<file path="src/rtl/bin_to_bcd_seq_pkg.sv">
// Shared constants, state encoding and helpers for the sequential binary-to-BCD converter.
package bin_to_bcd_seq_pkg;

  localparam int unsigned     DEF_BIN_W  = 27;
  localparam int unsigned     DEF_DIGITS = 8;
  localparam longint unsigned BCD_LIMIT  = 64'd99_999_999;

  typedef enum logic {
    IDLE  = 1'b0,
    SHIFT = 1'b1
  } state_t;

  // Largest value representable in the given number of BCD digits (10^digits - 1).
  function automatic longint unsigned max_bcd(input int unsigned digits);
    longint unsigned v;
    v = 64'd1;
    for (int unsigned i = 0; i < digits; i++) v = v * 64'd10;
    return v - 64'd1;
  endfunction

endpackage

</file>
<file path="src/rtl/bin_to_bcd_seq_bcd_add3.sv">
// Double-dabble digit correction: add 3 to a BCD nibble that is 5 or more.
module bcd_add3 (
  input  logic [3:0] din,
  output logic [3:0] dout
);

  assign dout = (din >= 4'd5) ? din + 4'd3 : din;

endmodule

</file>
<file path="src/rtl/bin_to_bcd_seq.sv">
// Sequential double-dabble converter: one iteration per clock, BIN_W clocks per conversion.
// Values that do not fit in DIGITS BCD digits saturate to all nines with ovf set.
module bin_to_bcd_seq
  import bin_to_bcd_seq_pkg::*;
#(
  parameter int unsigned BIN_W  = DEF_BIN_W,
  parameter int unsigned DIGITS = DEF_DIGITS
) (
  input  logic                  clk,
  input  logic                  reset,
  input  logic                  start,
  input  logic [BIN_W-1:0]      bin,
  output logic                  busy,
  output logic                  done,
  output logic [4*DIGITS-1:0]   bcd,
  output logic                  ovf
);

  localparam int unsigned     BCD_W = 4 * DIGITS;
  localparam int unsigned     CNT_W = $clog2(BIN_W);
  localparam longint unsigned LIMIT = (DIGITS == DEF_DIGITS) ? BCD_LIMIT : max_bcd(DIGITS);

  state_t             state, state_n;
  logic [BIN_W-1:0]   sh, sh_n;
  logic [BCD_W-1:0]   scratch, scratch_n, adj, bcd_n;
  logic [CNT_W-1:0]   cnt, cnt_n;
  logic               ovf_pend, ovf_pend_n;
  logic               busy_n, done_n, ovf_n;

  // Per-digit add-3 correction applied before every shift.
  for (genvar g = 0; g < int'(DIGITS); g++) begin : g_add3
    bcd_add3 u_add3 (
      .din  (scratch[4*g +: 4]),
      .dout (adj[4*g +: 4])
    );
  end

  always_ff @(posedge clk) begin
    if (!reset) state <= IDLE;
    else        state <= state_n;
  end

  always_ff @(posedge clk) begin
    if (!reset) begin
      sh       <= '0;
      scratch  <= '0;
      cnt      <= '0;
      ovf_pend <= 1'b0;
      busy     <= 1'b0;
      done     <= 1'b0;
      bcd      <= '0;
      ovf      <= 1'b0;
    end else begin
      sh       <= sh_n;
      scratch  <= scratch_n;
      cnt      <= cnt_n;
      ovf_pend <= ovf_pend_n;
      busy     <= busy_n;
      done     <= done_n;
      bcd      <= bcd_n;
      ovf      <= ovf_n;
    end
  end

  always_comb begin
    state_n    = state;
    sh_n       = sh;
    scratch_n  = scratch;
    cnt_n      = cnt;
    ovf_pend_n = ovf_pend;
    busy_n     = busy;
    done_n     = 1'b0;
    bcd_n      = bcd;
    ovf_n      = ovf;
    case (state)
      IDLE: begin
        if (start) begin
          sh_n       = bin;
          scratch_n  = '0;
          cnt_n      = '0;
          ovf_pend_n = 64'(bin) > LIMIT;
          busy_n     = 1'b1;
          state_n    = SHIFT;
        end
      end
      SHIFT: begin
        scratch_n = {adj[BCD_W-2:0], sh[BIN_W-1]};
        sh_n      = {sh[BIN_W-2:0], 1'b0};
        // The final iteration's result is loaded straight into bcd.
        if (cnt == CNT_W'(BIN_W - 1)) begin
          state_n = IDLE;
          busy_n  = 1'b0;
          done_n  = 1'b1;
          bcd_n   = ovf_pend ? {DIGITS{4'h9}} : scratch_n;
          ovf_n   = ovf_pend;
        end else begin
          cnt_n = cnt + CNT_W'(1);
        end
      end
      default: state_n = IDLE;
    endcase
  end

endmodule

</file>
<file path="config.mk">
export PLATFORM = sky130hd
export DESIGN_NAME = bin_to_bcd_seq
export DESIGN_NICKNAME = d
export VERILOG_FILES = /design/src/rtl/bin_to_bcd_seq_pkg.sv /design/src/rtl/bin_to_bcd_seq_bcd_add3.sv /design/src/rtl/bin_to_bcd_seq.sv
export SDC_FILE = /design/constraint.sdc
export NUM_CORES = 1
export LEC_CHECK = 0
export CAP_MARGIN = 20
export CORE_MARGIN = 5
export CORE_UTILIZATION = 46
export CTS_CLUSTER_SIZE = 25
export DETAILED_ROUTE_END_ITERATION = 8
export PLACE_DENSITY = 0.72
export SKIP_CTS_REPAIR_TIMING = 1
export SYNTH_ARGS = -nofsm -noshare
export SYNTH_HDL_FRONTEND = slang
export SYNTH_SLANG_ARGS = --single-unit
</file>
<file path="constraint.sdc">
create_clock -name clk -period 1.75 [get_ports clk]
set_input_delay 0.4375 -clock clk [delete_from_list [all_inputs] [get_ports clk]]
set_output_delay 0.4375 -clock clk [all_outputs]
set_load 0.01 [all_outputs]
</file>
# Yosys cells after proc, flatten, opt, wreduce, memory -nomap -nowiden
# Cells that the tools add are included.
[op_classes]
n_reduce_logical = 5
magnitude_cmp = 9
eq_ne = 4
add_sub_neg = 9
n_mux = 23
bitwise_logic = 1
[ops]
columns = ["op", "n"]
rows = [
  ["$mux W32", 2],
  ["$pmux W32 S2", 1],
  ["$pmux W27 S2", 1],
  ["$ge A4 B3 Y1 const B", 8],
  ["$add A4 B2 Y4 const B", 7],
  ["$mux W4", 7],
  ["$gt A27 B27 Y1 const B", 1],
  ["$mux W27", 1],
  ["$mux W5", 2],
  ["$pmux W5 S2", 1],
  ["$reduce_and A2 Y1", 5],
  ["$add A5 B1 Y5 const B", 1],
  ["$eq A5 B5 Y1 const B", 1],
  ["$mux W1", 5],
  ["$ne A2 B2 Y1 const B", 2],
  ["$pmux W1 S2", 2],
  ["$add A3 B2 Y3 const B", 1],
  ["$mux W3", 1],
  ["$ne A2 B1 Y1 const B", 1],
  ["$not A1 Y1", 1],
]
[word_totals]
word_cells = 60
regBits = 101
inputBits = 30
out_inout_bits = 35

# Logic depth before layout (Yosys ltp)
# Gate-level depths: netlist (run 1).
[depth]
depth_word = 3
depth_mapped = 8
mapped_depth_nobuf = 6

# Cells and area by module
# A second synthesis (run 1) with hierarchy kept.
[unflattened]
hier_cells = 615
area_unflattened_um2 = 4923.5
[by_module_without_submodules]
columns = ["mod", "seq_area_each_um2", "instances", "cells_per_inst", "area_per_inst_um2"]
rows = [
  ["bin_to_bcd_seq", 2021.9, 1, 487, 4112.7],
  ["bcd_add3", 0.0, 8, 16, 101.3],
]

# Worst setup path before layout (run 1)
# Ideal clock, no wire load.
[synth_path]
path_type = "flip-flop to flip-flop"
start = "register scratch[9]"
end = "register bcd[10]"
path_stages_with_launch = 7
path_slack_ns = 0.141
path_buffers = 0
required_ns = 1.649
period_less_slack_ns = 1.609
setup_time_ns = 0.101
t_arrival_ns = 1.508
cell_sequence = "dfxtp_1 inv_1 ha_1 nand2b_1 a21oi_1 mux2_2 o41ai_1"
[synth_between]
elab_chain_cells = 3
elab_cells_between_ends = 4
classes_between = "1 x add/sub; 1 x order compare; 2 x mux"
[synth_rtl]
columns = ["item", "line_no", "text"]
rows = [
  ["start: declaration", "bin_to_bcd_seq.sv:25", "logic [BCD_W-1:0] scratch, scratch_n, adj, bcd_n;"],
  ["start signal: assignment", "bin_to_bcd_seq.sv:55", "scratch <= scratch_n;"],
  ["$add A4 B2 Y4 or $ge A4 B3 Y1 (tied branches)", "bin_to_bcd_seq_bcd_add3.sv:7", "assign dout = (din >= 4'd5) ? din + 4'd3 : din;"],
  ["$mux W4 (*)", "bin_to_bcd_seq_bcd_add3.sv:7", ""],
  ["$mux W32 (*)", "bin_to_bcd_seq.sv:94", "bcd_n = ovf_pend ? {DIGITS{4'h9}} : scratch_n;"],
  ["end signal: assignment", "bin_to_bcd_seq.sv:60", "bcd <= bcd_n;"],
  ["end: declaration", "bin_to_bcd_seq.sv:15", "output logic [4*DIGITS-1:0] bcd,"],
]
# Every way passes the cells marked *; elsewhere a longest branch is shown, timed or not.
# A chain may end at the register's enable or synchronous reset.

# Worst setup path after layout (run 1)
[layout_path]
start = "register bcd[22]"
end = "output bcd[22]"
# No word-level cell between the ends.

==> results by group, run 1 <==
CTS
  – CTS H-tree lvls: 3
  – CTS tree: yes
  – Worst skew pair latency: about 0.37 ns
  – Clk buf depth: 2
  – CTS buffer count: 9
  – Clock-pin slew on the worst setup and hold paths: between 0.1 and 0.15 ns
  – Clock root buffer: clkbuf_8
  – Num Clock Sinks: 101

Floorplan
  – Die width: 111 um
  – Core area: ~9800 um^2
  – Row count: 36
  – Die ar.: 12,300 um^2
  – Starting Density: a little under half
  – Top-Level Pins: 65
  – Die Span Y: between 100 and 150 um

Critical path
  – Critical path depth in cells: 1
  – Worst path max stage delay: between 0.5 and 0.6 ns
  – Critical Path RT: roughly 1.3 ns
  – R2R cell count: 6
  – Buf/Inv on CP: 1
  – CP arrival: between 1 and 1.5 ns
  – Slowest stage cell, crit path: clkdlybuf4s50_1
  – Crit path kind: reg -> out
  – Crit path max fanout: 2
  – Critical Path End Type: primary output
  – CP delay by family, top: buffers and inverters
  – Critical-path cell list: clkdlybuf4s50_1
  – CP Launch Type: flip-flop

STA
  – Fmax: a little under 600 MHz
  – Min Hold Slack: 0.425 ns
  – Max Transition Viols Final: 0
  – Relative slew slack: approximately half
  – Crit share post-route: 98.3%
  – Tmin final: around 1.7 ns
  – Fin Clk Skew: 0.0144 ns
  – Final number of setup-violating endpoints: 0
  – Worst slew pin tran: 0.719 ns
  – Post-route setup slack: 0.0306 ns
  – Final Hold Viols: 0

GRT
  – Number of global-route vias before repair: between 3,000 and 4,000
  – Global router's overall resource usage: 18.0%
  – Largest net degree at the start of global routing: 36
  – Antenna violations before repair: 0
  – Global-route wire length before repair: around 18,000 um
  – GRT overflow: 0

Placement
  – Port bufs: 64
  – Hpwl dp: slightly below 8000 um
  – GP Congestion: slightly above 0.8
  – Setup WS pre-CTS: -0.0881 ns

Drt
  – Vias/cell: around 5.4
  – Routed len/inst: between 15 and 20 um
  – Post-Route WL: between 10,000 and 15,000 um
  – Post-DRT Antenna Nets: 0
  – Via count: ~4,000
  – DR iter-0 viols: ~180
  – # DRC: 0
  – First-pass DRT Iterations: 6

Synthesis
  – Register area share after synthesis: a little over two fifths
  – Count leader, synth: dfxtp_1
  – Gate Count Post-Synth: 508
  – Syn nets: roughly 560
  – Synth top cells by count: 101 x dfxtp_1, 56 x nand2_1, 49 x o21ai_0
  – Synth warn: 0
  – Yosys cell types: 39
  – Synth top area cells: dfxtp_1 43%, mux2i_1 5.6%, o211a_1 5.6%
  – Ys async rst share: 0%
  – Ys flop type: dfxtp_1
  – Syn avg cell area: 9.20 um^2
  – Post-synth EDFFs: 0
  – Synth area leader: dfxtp_1
  – Seq cells post-synth: 101
  – Yosys top cell area share: between 40% and 50%
  – Synth Cell Area: approximately 4700 um^2

Cells and area
  – Final Core Density: 60.5%
  – Final Net Count: roughly 630
  – Antenna cell count: 0
  – Synth-to-Final Area Change: 27.1%
  – Share of cells above drive strength 1: between 10% and 20%

Min path
  – Worst hold path class: in -> reg
  – Hold Path Cell Cnt: 2

Run
  – Max Cap Viol: 0

Power
  – Leakage: between 2 and 3 nW
  – Maximum vdd drop: approximately 0.0004 V
  – PwrDens: 736 nW/um^2

Status
  – Status: completed
==> metrics by stage <==
step	cell area, um^2	total power, mW	setup TNS (ns)	std cells
5_1_grt	5940	4.55	-0.0310	721
3_3_place_gp	5590	2.84	-0.0236	703
2_1_floorplan	4670	2.69	0	508
6_report	5940	4.37	0	721
3_5_place_dp	5590	2.86	-0.0881	703
4_1_cts	5800	4.42	-0.0399	719
==> cell type report <==
type	instances	area, um^2
multi-input cells	354	2490
fillers	881	3880
inverters	19	71.3
clock buffers	9	124
flip-flops and latches	101	2030
repair buffers	98	963
well taps	133	166
clock inverters	7	91.3
==> layout by cell type, fill, tap and decap left out, types with 8 or more instances in the layout <==
| master | netlist | routed |
|---|---|---|
| nor2_1 | 12 | 12 |
| nand3_1 | 10 | 10 |
| inv_1 | 19 | 19 |
| a21oi_1 | 34 | 27 |
| o211a_1 | 26 | 26 |
| dfxtp_1 | 101 | 93 |
| mux2i_1 | 26 | 26 |
| xnor2_1 | 8 | 8 |
| a22o_1 | 16 | 16 |
| clkdlybuf4s50_1 | 0 | 46 |
| mux2_2 | 9 | 9 |
| o21ai_0 | 49 | 49 |
| nor3_1 | 11 | 11 |
| dlymetal6s2s_1 | 0 | 16 |
| nand2_1 | 56 | 56 |
| ha_1 | 18 | 17 |
| nor3b_1 | 16 | 16 |
| nand2b_1 | 16 | 16 |
| dfxtp_2 | 0 | 8 |
| clkbuf_8 | 0 | 9 |
| nor2b_1 | 12 | 12 |
| buf_4 | 0 | 31 |
==> cells by family (layout without fill, tap and decap cells) <==
family | Yosys count | after routing | synth area share [%]
and+or+nand+nor | 150 | 150 | 17.1
buffers and inverters | 53 | 133 | 4.98
AOI/OAI and AO/OA | 142 | 142 | 20.4
adders and majority gates | 18 | 18 | 4.82
xor gates and xnor gates | 9 | 9 | 1.69
DFF | 101 | 101 | 43.3
muxes | 35 | 35 | 7.74
==> power breakdown <==
group          total, mW  internal, mW  switching (mW)
sequential          2.41          2.36          0.0459
combinational      0.400         0.198           0.202
clock               1.56         0.695           0.866
total               4.37          3.25            1.11
==> sequential cells by signal, summed over array words and instances (netlist names) <==
| register | count |
|---|---|
| bcd | 32 |
| ovf | 1 |
| state | 1 |
| scratch | 32 |
| sh | 27 |
| ovf_pend | 1 |
| done | 1 |
| busy | 1 |
| cnt | 5 |
==> worst paths after layout <==
kind / start / end / slack [ns]
setup / recovery: bcd[22]$_SDFFE_PN0P_ / bcd[22] / 0.03
hold / removal: reset / cnt[4]$_SDFFE_PN0P_ / 0.42
setup reg to reg: scratch[29]$_SDFFE_PN0P_ / bcd[30]$_SDFFE_PN0P_ / 0.04
hold reg to reg: busy$_SDFFE_PN0P_ / busy$_SDFFE_PN0P_ / 0.48
==> per-layer routing <==
metal	global-route usage [%]	vias up	part of all wire, %
met5	0	-	0
met4	5.91	0	1.1
met3	5.35	10	5.2
met2	31.3	99	50
met1	21.1	1842	43
li1	-	1942	-
(Power assumes the default switching activity.)
==> run 2: changes to the inputs <==
SKIP_LAST_GASP = 1   (was unset)
==> run 2 against run 1 <==
Combinational power barely moved. First-iteration DRC count fell by 6.3%. Worst hold slack improved by 0.0020 ns. Worst setup slack improved by 0.00095 ns. Critical path type unchanged. Highest routed layer unchanged.
==> results by group, run 2 (synthesized netlist as in run 1, its figures left out) <==
Status
  – Status: completed

Floorplan
  – Top-Level Pins: 65 (unchanged)
  – Core area: 9820 um^2 (unchanged)
  – Row count: 36 (unchanged)
  – Die width: 111 um (unchanged)
  – Starting Density: 47.6% (unchanged)
  – Die Span Y: 111 um (unchanged)
  – Die ar.: 12,300 um^2 (unchanged)

Run
  – Max Cap Viol: 0 (unchanged)

Placement
  – Hpwl dp: 7740 um (unchanged)
  – Placed Area: 5590 um^2 (unchanged)
  – Port bufs: 64 (unchanged)
  – Inst Count DP: 703 (unchanged)
  – GP Congestion: 0.825 (unchanged)
  – Setup WS pre-CTS: -0.0881 ns (unchanged)

CTS
  – Worst skew pair latency: 0.37 ns (about the same)
  – Clock root buffer: clkbuf_8
  – CTS H-tree lvls: 3 (unchanged)
  – CTS tree: yes
  – Num Clock Sinks: 101 (unchanged)
  – Clock-pin slew on the worst setup and hold paths: 0.11 ns (about the same)
  – CTS buffer count: 9 (unchanged)
  – Clk buf depth: 2 (unchanged)

Power
  – Maximum vdd drop: 0.000400 V (about the same)
  – Leakage: 2.78 nW (about the same)
  – Power, Total: 4.37 mW (about the same)
  – PwrDens: 736 nW/um^2 (about the same)

Cells and area
  – Antenna cell count: 0 (unchanged)
  – Most frequent cells in the layout: 95 x dfxtp_1, 56 x nand2_1, 49 x o21ai_0, 46 x clkdlybuf4s50_1, 31 x buf_4
  – Share of cells above drive strength 1: 14.5% (-0.51 points)
  – Top Registers: bcd (32), scratch (32), sh (27)
  – Final design area excluding fillers: 5930 um^2 (about the same)
  – Non-filler cells in the finished layout: 721 (unchanged)
  – Final Core Density: 60.4% (about the same)
  – Synth-to-Final Area Change: 27.0% (about the same)
  – Final Net Count: 631 (unchanged)
  – Commonest non-fill, non-tap cell in the layout: dfxtp_1
  – FILL cells: 882 (+0.11%)

STA
  – Setup total negative slack: 0 ns (unchanged)
  – Crit share post-route: 98.2% (about the same)
  – Fin Clk Skew: 0.0146 ns (+0.000222 ns)
  – Final number of setup-violating endpoints: 0 (unchanged)
  – Min Hold Slack: 0.427 ns (+0.00200 ns)
  – Relative slew slack: 52.4% (+0.45 points)
  – RSZ-0062 raised after global routing: yes
  – Worst slew pin tran: 0.712 ns (-0.00671 ns)
  – Post-route setup slack: 0.0315 ns (+0.000948 ns)
  – Final Hold Viols: 0 (unchanged)
  – Tmin final: 1.72 ns (-0.000948 ns)
  – Max Transition Viols Final: 0 (unchanged)
  – Fmax: 582 MHz (about the same)

Min path
  – Hold Path Cell Cnt: 2 (unchanged)
  – Hold Path End: cnt[4]$_SDFFE_PN0P_
  – Hold path start: reset
  – Worst hold path class: in -> reg

Drt
  – # DRC: 0 (unchanged)
  – Vias/cell: 5.41 (+0.13%)
  – Post-Route WL: 11,200 um (+0.13%)
  – DR iter-0 viols: 165 (-6.3%)
  – First-pass DRT Iterations: 5 (-1)
  – Via count: 3,898 (+0.13%)
  – Routed len/inst: 15.5 um (+0.13%)
  – Post-DRT Antenna Nets: 0 (unchanged)

GRT
  – Number of global-route vias before repair: 3,834 (unchanged)
  – Global-route wire length before repair: 18,300 um (unchanged)
  – Largest net degree at the start of global routing: 36 (unchanged)
  – Antenna violations before repair: 0 (unchanged)
  – GRT overflow: 0 (unchanged)
  – Global router's overall resource usage: 18.0% (unchanged)

Critical path
  – R2r setup slk: 0.06 ns (+0.02 ns)
  – Slowest stage cell, crit path: clkdlybuf4s50_1
  – Critical-path cell list: clkdlybuf4s50_1
  – Reg2reg start: scratch[13]$_SDFFE_PN0P_
  – Critical Path RT: 1.31 ns (about the same)
  – Crit path max fanout: 2 (unchanged)
  – Worst path max stage delay: 0.54 ns (about the same)
  – CP delay by family, top: buffers and inverters
  – R2r endpoint: bcd[14]$_SDFFE_PN0P_
  – CP arrival: 1.28 ns (about the same)
  – CP Launch Type: flip-flop
  – Crit path kind: reg -> out
  – R2R cell count: 6 (unchanged)
  – Buf/Inv on CP: 1 (unchanged)
  – Critical Path End Type: primary output
==> run 2: cell counts in the layout (fill, tap and decap cells not counted) <==
No cell type changed its count.
==> run 2: worst max path at each step <==
stage | startpoint | endpoint | slack (ns) | cells after the start
after floorplan | scratch[9]$_SDFFE_PN0P_ | bcd[10]$_SDFFE_PN0P_ | 0.14 | 6
after CTS | bcd[14]$_SDFFE_PN0P_ | bcd[14] | -0.02 | 1
after global routing | scratch[13]$_SDFFE_PN0P_ | bcd[14]$_SDFFE_PN0P_ | -0.03 | 6
after detailed placement | bin[13] | ovf_pend$_SDFFE_PN0P_ | -0.09 | 5
final | bcd[22]$_SDFFE_PN0P_ | bcd[22] | 0.03 | 1
after global placement | bin[12] | ovf_pend$_SDFFE_PN0P_ | -0.02 | 5
==> run 2: metal layers <==
layer | track usage [%] | vias up | share of wire [%]
met5 | 0 | - | 0
met3 | 5.35 | 12 | 5.8
li1 | - | 1938 | -
met4 | 5.91 | 0 | 1.3
met2 | 31.3 | 102 | 50
met1 | 21.1 | 1846 | 43
==> run 2: where the power goes <==
part | switching, mW | internal [mW] | leakage [nW]
sequential | 0.0459 | 2.36 | 0.824
combinational | 0.202 | 0.198 | 1.85
clock | 0.865 | 0.695 | 0.105
total | 1.11 | 3.25 | 2.78
==> run 2: area by class of cell <==
type	instances	area, um^2	share of cell area [%]
multi-input combinational	354	2490	41.9
sequential	101	2030	34.2
timing repair buffer	98	963	16.2
tap	133	166	2.80
clock buffer	9	124	2.09
clock inverter	7	91.3	1.54
inverter	19	71.3	1.20
==> run 3: changes to the inputs <==
PLACE_DENSITY = 0.69   (was 0.72)
SLEW_MARGIN = 30   (was unset)
clock period = 2.15 ns   (was 1.75 ns; I/O delays follow)
==> run 3 against run 2 <==
Non-clock buffer count is 20 lower. Count of clock-buffer cells in the layout rose by 1. Critical path depth stayed put. Sequential share of layout area increased by 1.8 points. Flip-flop and latch count is the same. Clock skew about the same. Combinational power is 23% lower. Clock power is 27% lower. Worst setup slack improved by 0.28 ns. Largest power group unchanged.
==> results by group, run 3 (synthesized netlist as in run 1, its figures left out) <==
Critical path
  – R2R cell count: 6 (unchanged)
  – Worst path max stage delay: 0.59 ns (+0.05 ns)
  – Critical-path cell list: clkdlybuf4s50_1
  – R2r endpoint: bcd[10]$_SDFFE_PN0P_
  – Critical Path End Type: primary output
  – Buf/Inv on CP: 1 (unchanged)
  – Slowest stage cell, crit path: clkdlybuf4s50_1
  – CP delay by family, top: buffers and inverters
  – Crit path kind: reg -> out
  – CP arrival: 1.30 ns (+0.02 ns)
  – CP Launch Type: flip-flop
  – Critical Path RT: 1.61 ns (+0.30 ns)
  – Crit path max fanout: 2 (unchanged)
  – R2r setup slk: 0.33 ns (+0.27 ns)
  – Reg2reg start: scratch[9]$_SDFFE_PN0P_

STA
  – Final Hold Viols: 0 (unchanged)
  – Max Transition Viols Final: 0 (unchanged)
  – Fmax: around 540 MHz
  – RSZ-0062 raised after global routing: no
  – Relative slew slack: 64.4% (+12 points)
  – Final number of setup-violating endpoints: 0 (unchanged)
  – Setup total negative slack: 0 ns (unchanged)
  – Fin Clk Skew: 0.0148 ns (+0.000236 ns)
  – Tmin final: roughly 1.8 ns
  – Worst slew pin tran: 0.534 ns (-0.179 ns)
  – Crit share post-route: between 80% and 90%

Placement
  – Port bufs: 64 (unchanged)
  – GP Congestion: 0.802 (-2.7%)
  – Hpwl dp: 7450 um (-3.7%)

Drt
  – Vias/cell: 5.45 (+0.74%)
  – DR iter-0 viols: 197 (+19%)
  – First-pass DRT Iterations: 5 (unchanged)
  – Via count: 3,818 (-2.1%)
  – # DRC: 0 (unchanged)
  – Post-DRT Antenna Nets: 0 (unchanged)
  – Post-Route WL: 10,800 um (-4.1%)
  – Routed len/inst: 15.3 um (-1.3%)

Floorplan
  – Die width: 111 um (unchanged)
  – Row count: 36 (unchanged)
  – Top-Level Pins: 65 (unchanged)
  – Die ar.: 12,300 um^2 (unchanged)
  – Die Span Y: 111 um (unchanged)
  – Core area: 9820 um^2 (unchanged)
  – Starting Density: 47.6% (unchanged)

Power
  – Sequential share of power: 57.4% (+2.3 points)
  – Maximum vdd drop: 0.000360 V (-10%)
  – Leakage: 2.32 nW (-17%)
  – Psw: 0.878 mW (-21%)
  – PwrDens: 607 nW/um^2 (-17%)
  – Clock power share: 33.5% (-2.2 points)
  – Logic gate share of total power: 9.1% (about the same)
  – Sw frac: 25.8% (+0.28 points)
  – Int Power: 2.53 mW (-22%)

CTS
  – CTS H-tree lvls: 3 (unchanged)
  – Clock root buffer: clkbuf_8
  – CTS tree: yes
  – Clk buf depth: 2 (unchanged)
  – CTS buffer count: 9 (unchanged)
  – Num Clock Sinks: 101 (unchanged)
  – Worst skew pair latency: 0.37 ns (about the same)
  – Clock-pin slew on the worst setup and hold paths: 0.09 ns (-0.02 ns)

GRT
  – Met2 GRT Util: 29.1% (-2.2 points)
  – Antenna violations before repair: 0 (unchanged)
  – Largest net degree at the start of global routing: 57 (+58%)
  – Top Usage Layer GRT: met2
  – Global-route wire length before repair: 18,100 um (-1.4%)
  – Met3 Use GR: 4.59% (-0.76 points)
  – GRT overflow: 0 (unchanged)
  – Global router's overall resource usage: 17.6% (-0.34 points)
  – Number of global-route vias before repair: 3,791 (-1.1%)
  – Met1 GRT Util: 21.7% (+0.67 points)

Cells and area
  – Final Core Density: 57.1% (-3.3 points)
  – Antenna cell count: 0 (unchanged)
  – Share of cells above drive strength 1: 8.10% (-6.4 points)
  – Final Net Count: 611 (-3.2%)
  – Synth-to-Final Area Change: 20.1%
  – Most frequent cells in the layout: 101 x dfxtp_1, 62 x clkdlybuf4s50_1, 56 x nand2_1, 49 x o21ai_0, 34 x a21oi_1
  – Top Registers: bcd (32), scratch (32), sh (27)
  – Commonest non-fill, non-tap cell in the layout: dfxtp_1

Min path
  – Hold Path Cell Cnt: 2 (unchanged)
  – Hold path start: reset
  – Hold Path End: cnt[4]$_SDFFE_PN0P_
  – Worst hold path class: in -> reg

Status
  – Status: completed

Run
  – Max Cap Viol: 0 (unchanged)
## run 3: how the worst max path moves through the flow
stage,end,slack [ns],cells past startpoint,startpoint
after floorplan,bcd[10]$_SDFFE_PN0P_,0.54,6,scratch[9]$_SDFFE_PN0P_
after global placement,ovf_pend$_SDFFE_PN0P_,0.25,5,bin[17]
after detailed placement,ovf_pend$_SDFFE_PN0P_,0.19,5,bin[17]
after CTS,bcd[2],0.29,1,bcd[2]$_SDFFE_PN0P_
after global routing,bcd[26]$_SDFFE_PN0P_,0.15,6,scratch[25]$_SDFFE_PN0P_
final,ovf,0.31,1,ovf$_SDFFE_PN0P_
## run 3: worst register-to-register path: stages (launching register included)
cell,delay (ns)
dfxtp_1,0.36
inv_1,0.08
ha_1,0.18
nand2b_1,0.16
a21oi_1,0.24
mux2_2,0.39
o41ai_1,0.31
## run 3: per-stage QoR
step | cells | hold slack [ns] | cell area [um^2] | setup WS (ns) | power, mW
global placement | 685 | 0.451 | 5430 | 0.252 | 2.30
global route | 701 | 0.449 | 5610 | 0.152 | 3.56
detailed placement | 685 | 0.460 | 5430 | 0.193 | 2.31
CTS | 701 | 0.432 | 5610 | 0.292 | 3.44
floorplan | 508 | 0.449 | 4670 | 0.541 | 2.19
finish | 701 | 0.454 | 5610 | 0.311 | 3.41
## run 3: layout make-up
class	count	area, um^2
fillers	914	4210
multi-input cells	354	2420
clock buffers	10	138
inverters	19	71.3
flip-flops and latches	101	2020
clock inverters	6	47.5
well taps	133	166
repair buffers	78	748
## run 3: routing by layer
metal	routed length, um	vias up
met4	220	0
li1	-	1896
met3	725	20
met1	4720	1804
met5	0	-
met2	5090	98
## run 3: power groups by stage
stage / Clock, mW / Sequential [mW] / Combinational, mW
after floorplan: 0 / 1.99 / 0.203
after global placement: 0 / 2.00 / 0.304
after detailed placement: 0 / 2.00 / 0.311
after CTS: 1.17 / 1.96 / 0.313
after global routing: 1.26 / 1.96 / 0.340
final: 1.14 / 1.96 / 0.309
